## config.mk

```make
export PLATFORM = sky130hd
export DESIGN_NAME = alu_seq
export DESIGN_NICKNAME = d
export VERILOG_FILES = /design/src/rtl/alu_pkg.sv /design/src/rtl/alu_mul_seq.sv /design/src/rtl/alu_seq.sv
export SDC_FILE = /design/constraint.sdc
export NUM_CORES = 1
export LEC_CHECK = 0
export BUFFER_PORTS_ARGS = -buffer_cell sky130_fd_sc_hd__buf_2
export CELL_PAD_IN_SITES_DETAIL_PLACEMENT = 1
export CELL_PAD_IN_SITES_GLOBAL_PLACEMENT = 1
export CORE_MARGIN = 1.5
export CORE_UTILIZATION = 37
export CTS_CLUSTER_DIAMETER = 200
export DETAILED_ROUTE_END_ITERATION = 6
export GPL_TIMING_DRIVEN = 0
export PLACE_DENSITY = 0.78
export SYNTH_ARGS = -nofsm -noshare
export SYNTH_HDL_FRONTEND = slang
export SYNTH_SLANG_ARGS = --single-unit
```

## constraint.sdc

```tcl
create_clock -name clk -period 3.3 [get_ports clk]
set_clock_uncertainty 0.1 [all_clocks]
set_input_delay 0.165 -clock clk [delete_from_list [all_inputs] [get_ports clk]]
set_output_delay 0.165 -clock clk [all_outputs]
set_load 0.005 [all_outputs]
```

## src/rtl/alu_pkg.sv

```systemverilog
// Shared constants for the sequential ALU: op codes, FSM state encoding and flag bit positions.
package alu_pkg;

  localparam logic [2:0] OP_ADD = 3'd0;
  localparam logic [2:0] OP_SUB = 3'd1;
  localparam logic [2:0] OP_MUL = 3'd2;
  localparam logic [2:0] OP_AND = 3'd3;
  localparam logic [2:0] OP_OR  = 3'd4;
  localparam logic [2:0] OP_XOR = 3'd5;
  localparam logic [2:0] OP_NOT = 3'd6;
  localparam logic [2:0] OP_CMP = 3'd7;

  localparam logic [1:0] IDLE = 2'd0;
  localparam logic [1:0] BUSY = 2'd1;
  localparam logic [1:0] DONE = 2'd2;

  localparam int N = 3;
  localparam int V = 2;
  localparam int C = 1;
  localparam int Z = 0;

  function automatic logic [3:0] pack_flags(input logic n_bit, input logic v_bit,
                                            input logic c_bit, input logic z_bit);
    logic [3:0] f;
    f    = '0;
    f[N] = n_bit;
    f[V] = v_bit;
    f[C] = c_bit;
    f[Z] = z_bit;
    return f;
  endfunction

endpackage

```

## src/rtl/alu_mul_seq.sv

```systemverilog
// Iterative shift-add unsigned multiplier: one partial product per cycle, W cycles per operation.
module alu_mul_seq #(
  parameter int W  = 4,
  parameter int CW = $clog2(W + 1)
) (
  input  logic             clk,
  input  logic             rst,
  input  logic             start,
  input  logic [W-1:0]     a,
  input  logic [W-1:0]     b,
  output logic [2*W-1:0]   product,
  output logic             done
);

  logic [2*W-1:0] acc;
  logic [2*W-1:0] mcand;
  logic [W-1:0]   mplier;
  logic [CW-1:0]  cnt;
  logic           active;
  logic [2*W-1:0] addend;

  // product and done describe the step happening this cycle, so the caller can
  // capture the final product on the same edge as the last step.
  assign addend  = mplier[0] ? mcand : '0;
  assign product = acc + addend;
  assign done    = active && (cnt == CW'(W - 1));

  always_ff @(posedge clk or posedge rst) begin
    if (rst) begin
      acc    <= '0;
      mcand  <= '0;
      mplier <= '0;
      cnt    <= '0;
      active <= 1'b0;
    end else if (start) begin
      acc    <= '0;
      mcand  <= {{W{1'b0}}, a};
      mplier <= b;
      cnt    <= '0;
      active <= 1'b1;
    end else if (active) begin
      acc    <= product;
      mcand  <= mcand << 1;
      mplier <= mplier >> 1;
      cnt    <= cnt + 1'b1;
      if (done) active <= 1'b0;
    end
  end

endmodule

```

## src/rtl/alu_seq.sv

```systemverilog
// Registered ALU with valid/ready handshakes, status flags and an iterative multiply.
module alu_seq
  import alu_pkg::*;
#(
  parameter int W  = 4,
  parameter int CW = $clog2(W + 1)
) (
  input  logic             clk,
  input  logic             rst,
  input  logic             in_valid,
  output logic             in_ready,
  input  logic [W-1:0]     a,
  input  logic [W-1:0]     b,
  input  logic [2:0]       s,
  output logic             out_valid,
  input  logic             out_ready,
  output logic [2*W-1:0]   y,
  output logic [3:0]       flags
);

  logic [1:0]     state;
  logic           accept;
  logic           mul_start;
  logic [2*W-1:0] mul_product;
  logic           mul_done;
  logic [3:0]     mul_flags;

  logic [W:0]     sum;
  logic [W:0]     diff;
  logic [2*W-1:0] op_y;
  logic [3:0]     op_flags;
  logic           op_c;
  logic           op_v;

  // in_ready is forced low while reset is held so nothing is accepted during reset.
  assign in_ready  = !rst && ((state == IDLE) || ((state == DONE) && out_ready));
  assign out_valid = (state == DONE);
  assign accept    = in_valid && in_ready;
  assign mul_start = accept && (s == OP_MUL);

  alu_mul_seq #(.W(W), .CW(CW)) u_mul (
    .clk     (clk),
    .rst     (rst),
    .start   (mul_start),
    .a       (a),
    .b       (b),
    .product (mul_product),
    .done    (mul_done)
  );

  assign mul_flags = pack_flags(mul_product[2*W-1], 1'b0, 1'b0, mul_product == '0);

  // SUB keeps the true difference: the W+1-bit result is sign-extended, so its
  // top bit doubles as the borrow.
  always_comb begin
    sum  = {1'b0, a} + {1'b0, b};
    diff = {1'b0, a} - {1'b0, b};
    op_y = '0;
    op_c = 1'b0;
    op_v = 1'b0;
    case (s)
      OP_ADD: begin
        op_y = {{(W-1){1'b0}}, sum};
        op_c = sum[W];
        op_v = (a[W-1] == b[W-1]) && (sum[W-1] != a[W-1]);
      end
      OP_SUB: begin
        op_y = {{(W-1){diff[W]}}, diff};
        op_c = diff[W];
        op_v = (a[W-1] != b[W-1]) && (diff[W-1] != a[W-1]);
      end
      OP_AND: op_y[W-1:0] = a & b;
      OP_OR:  op_y[W-1:0] = a | b;
      OP_XOR: op_y[W-1:0] = a ^ b;
      OP_NOT: op_y[W-1:0] = ~a;
      OP_CMP: op_y[2:0]   = {a > b, a == b, a < b};
      default: op_y = '0;
    endcase
    op_flags = pack_flags(op_y[2*W-1], op_v, op_c, op_y == '0);
  end

  // DONE with out_ready behaves like IDLE for a new op, giving full-rate
  // back-to-back single-cycle ops; y and flags only move when a result lands.
  always_ff @(posedge clk or posedge rst) begin
    if (rst) begin
      state <= IDLE;
      y     <= '0;
      flags <= '0;
    end else begin
      case (state)
        IDLE, DONE: begin
          if (accept) begin
            if (s == OP_MUL) begin
              state <= BUSY;
            end else begin
              y     <= op_y;
              flags <= op_flags;
              state <= DONE;
            end
          end else if ((state == DONE) && out_ready) begin
            state <= IDLE;
          end
        end
        BUSY: begin
          if (mul_done) begin
            y     <= mul_product;
            flags <= mul_flags;
            state <= DONE;
          end
        end
        default: state <= IDLE;
      endcase
    end
  end

endmodule

```

==> results.py <==
metrics = {
    "sta": {
        "slew_headroom": 0.4685,
        "tightestPinTransition_ns": 0.7961,
        "fmax_ghz": 0.3473,
        "number_of_setup_violations_in_the_final_report": 0,
        "final.min_clock_period_ns": 2.879,
        "report.final.slew_viol_count": 0,
        "final_min_period_over_clock_period": 0.8725,
        "fin_tns_setup_ns": 0,
        "final-hold-violation-count": 0,
        "rsz0062_at_grt": "false",
    },
    "global_route": {
        "track_usage": 0.1869,
        "number_of_antenna_violations_at_the_first_check_in_global_routing": 0,
        "globalRouteMet2Util": 0.2996,
        "grt_start_max_net_pins": 38,
        "gr-max-usage-layer": "met2",
        "grt.overflow.total": 0,
        "groute.layer.met1.usage": 0.2566,
        "grt_pass1_wl_um": 11270,
        "grtUsageMet3": 0.02862,
        "first_global_vias": 2263,
    },
    "drt": {
        "wl_per_cell_um": 16.80,
        "detail_route.first_pass.iterations": 4,
        "ant_nets": 0,
        "drc": 0,
        "via_count": 2281,
        "routed_wl_um": 7156,
        "detail_route.vias_per_cell": 5.354,
        "detailed_router_s_first_iteration_violation_count": 110,
    },
    "worst_hold_path": {
        "timing.hold.worst.start": "b[2]",
        "hold-path-cell-count": 3,
        "timing.hold.worst_endpoint": "u_mul.mplier[2]$_DFFE_PP0P_",
        "worst_hold_path_type": "primary input to flop",
    },
    "layout": {
        "multi_input_comb_area_mm2": 0.001660,
        "regArea_um2": 925.9,
        "diodes": 0,
        "layout-area-overhead-vs-synth_pct": 13.50,
        "filler_cell_count": 875,
        "final_cell_mix": "sky130_fd_sc_hd__dfrtp_1, sky130_fd_sc_hd__buf_2, sky130_fd_sc_hd__nor2_1",
        "postLayoutCoreUtil": 0.4303,
        "drive_above_1_share": 0.1865,
        "final_common_cell": "sky130_fd_sc_hd__dfrtp_1",
        "num-nets-final": 366,
    },
    "pwr": {
        "vdd.ir_drop.worst_v": 0.0001725,
        "power.static_leakage_nw": 1.481,
        "power-per-cell-area_mw_per_mm2": 567.3,
    },
    "placed_design": {
        "port_buffers": 27,
        "place_congestion": 0.8594,
        "final_hpwl_from_detailed_placement_um": 5494,
    },
    "setup_path": {
        "critical_path.cell_chain": "and2_1 > ha_1 > fa_1 > xnor2_1 > nand2b_1 > or4_4 > nor4b_2 > a21o_1",
        "critical_path.max_fanout": 9,
        "r2r_end": "flags[0]$_DFFE_PP0P_",
        "worst-setup-path-type": "flop to flop",
        "timing.critical_path.slowest_stage_cell": "sky130_fd_sc_hd__or4_4",
        "reg2reg_setup_slack_ns": 0.42,
        "cp-start-kind": "flop",
        "endpoint_kind": "flop",
        "timing.critical_path.max_delay_family": "simple AND/OR/NAND/NOR gates",
        "cp.arrival_ns": 3.01,
        "critPathRequiredTime_ns": 3.43,
        "r2r_cells": 8,
        "critical_path.reg2reg.startpoint": "u_mul.mplier[0]$_DFFE_PP0P_",
        "cpPeakStageDelay_ns": 0.50,
        "path_buf_inv": 0,
    },
    "clocking": {
        "worstSkewPairLatency_ns": 0.29,
        "cts_max_path_buffers": 2,
        "tritoncts.num_buffers": 5,
        "h_tree_levels": 2,
        "cts_num_sinks": 37,
        "cts_post_setup_buffers_inserted": 0,
        "path_clk_slew_ns": 0.07,
        "cts_tree": "done",
        "root_buffer": "sky130_fd_sc_hd__clkbuf_8",
    },
    "yosys": {
        "synth_async_sr_flop_share": 1.000,
        "dominantRegCellSynth": "sky130_fd_sc_hd__dfrtp_1",
        "postSynthAreaPerCell_um2": 9.399,
        "synth_cells": 291,
        "synth_fp_nets": 330,
        "seq_cells_post_synth": 37,
        "syn_area_mm2": 0.002735,
        "synthesis.yosys.warnings": 0,
        "synth_enable_flop_cells": 0,
        "synth_sequential_area_ratio": 0.3385,
        "netlist-cell-type-count": 56,
    },
    "die": {
        "dieWidth_um": 88.98,
        "initial_utilization": 0.3791,
        "fp.coreArea_mm2": 0.007214,
        "io-pin-count": 29,
        "die_area_mm2": 0.007917,
        "floorplan.rows": 31,
        "dieHeight_um": 88.98,
    },
    "run_status": {
        "outcome": "complete, no violations",
    },
    "run": {
        "timing.max_cap.violations": 0,
    },
}
report_power, final:
| part | internal [W] | total, W | switching [W] |
|---|---|---|---|
| logic | 0.000318 | 0.000731 | 0.000413 |
| registers | 0.000599 | 0.000700 | 0.000101 |
| clock network | 0.000165 | 0.000330 | 0.000165 |
synthesized netlist by cell type (4+ instances only):
cell type	n	share of area
sky130_fd_sc_hd__dfrtp_1	37	0.34
sky130_fd_sc_hd__a211oi_1	7	0.019
sky130_fd_sc_hd__a21o_1	4	0.011
sky130_fd_sc_hd__ha_1	21	0.096
sky130_fd_sc_hd__xnor2_1	10	0.032
sky130_fd_sc_hd__nand3_1	4	0.0073
sky130_fd_sc_hd__mux2i_1	23	0.084
sky130_fd_sc_hd__inv_1	16	0.022
sky130_fd_sc_hd__buf_4	4	0.011
sky130_fd_sc_hd__a21oi_1	13	0.024
sky130_fd_sc_hd__nand2b_1	4	0.0091
sky130_fd_sc_hd__and2_1	10	0.023
sky130_fd_sc_hd__and3_1	4	0.0091
sky130_fd_sc_hd__nand2_1	23	0.032
sky130_fd_sc_hd__nor2_1	24	0.033
sky130_fd_sc_hd__buf_2	7	0.013
sky130_fd_sc_hd__o21ai_0	18	0.033
metrics by stage:
step / power, W / setup slack (ns) / hold WS [ns] / cell area (um2) / cells
4_1_cts: 0.001773 / 0.4599 / 0.04159 / 3104 / 426
5_1_grt: 0.001885 / 0.3706 / 0.06962 / 3104 / 426
3_5_place_dp: 0.001439 / 0.5345 / 0.2806 / 2994 / 417
3_3_place_gp: 0.001402 / 0.6026 / 0.2737 / 2994 / 417
6_report: 0.001761 / 0.4206 / 0.04235 / 3104 / 426
2_1_floorplan: 0.001211 / 0.8748 / 0.1723 / 2735 / 291
cells by family (layout without fill, tap and decap cells):
family | count (synthesis) | after routing | synth area share
buffers and inverters | 31 | 67 | 0.05444
adder cells (fa/ha/maj) | 24 | 24 | 0.1180
XOR/XNOR | 11 | 11 | 0.03522
AO/OA/AOI/OAI | 67 | 67 | 0.1651
multiplexers | 25 | 25 | 0.09241
flip-flops | 37 | 37 | 0.3385
AND/OR/NAND/NOR | 96 | 96 | 0.1963
per-layer routing:
layer,up-vias,routed length [um]
met1,1119,3483
met3,14,241
met4,0,165
met2,53,3265
li1,1095,-
met5,-,0
sequential cells by signal (all words and copies together), names as in the netlist:
name and flops:
u_mul.mcand 8, flags 3, state 2, u_mul.acc 8
u_mul.mplier 4, y 8, u_mul.cnt 3, u_mul.active 1
worst reg2reg max path, stage by stage, from the launching register on:
cell and delay [ns]:
sky130_fd_sc_hd__dfrtp_1 0.48, sky130_fd_sc_hd__and2_1 0.20, sky130_fd_sc_hd__ha_1 0.22, sky130_fd_sc_hd__fa_1 0.42, sky130_fd_sc_hd__xnor2_1 0.33, sky130_fd_sc_hd__nand2b_1 0.15, sky130_fd_sc_hd__or4_4 0.50, sky130_fd_sc_hd__nor4b_2 0.26
sky130_fd_sc_hd__a21o_1 0.16
final cells by class:
| cell class | count | share of cell area |
|---|---|---|
| Tap cell | 99 | 0.03990 |
| Multi-Input combinational cell | 223 | 0.5349 |
| Buffer | 15 | 0.02862 |
| Sequential cell | 37 | 0.2983 |
| Clock buffer | 6 | 0.02660 |
| Timing Repair Buffer | 29 | 0.04998 |
| Clock inverter | 1 | 0.002418 |
| Inverter | 16 | 0.01935 |
repair_timing:
action / 4_1_cts / 5_1_grt
hold endpoints to repair: 38 / 0
hold buffers: 2 / 0
resized for setup: 0 / 0
worst max-delay path by stage:
| stage | start | endpoint | depth (start not counted) |
|---|---|---|---|
| 2_1_floorplan | u_mul.mplier[0]$_DFFE_PP0P_ | flags[0]$_DFFE_PP0P_ | 8 |
| 3_3_place_gp | u_mul.mplier[0]$_DFFE_PP0P_ | flags[0]$_DFFE_PP0P_ | 8 |
| 3_5_place_dp | u_mul.mplier[0]$_DFFE_PP0P_ | flags[0]$_DFFE_PP0P_ | 8 |
| 4_1_cts | u_mul.mplier[0]$_DFFE_PP0P_ | flags[0]$_DFFE_PP0P_ | 8 |
| 5_1_grt | u_mul.mplier[0]$_DFFE_PP0P_ | flags[0]$_DFFE_PP0P_ | 8 |
| 6_report | u_mul.mplier[0]$_DFFE_PP0P_ | flags[0]$_DFFE_PP0P_ | 8 |
Note: power is estimated with default switching activity, not from simulation.
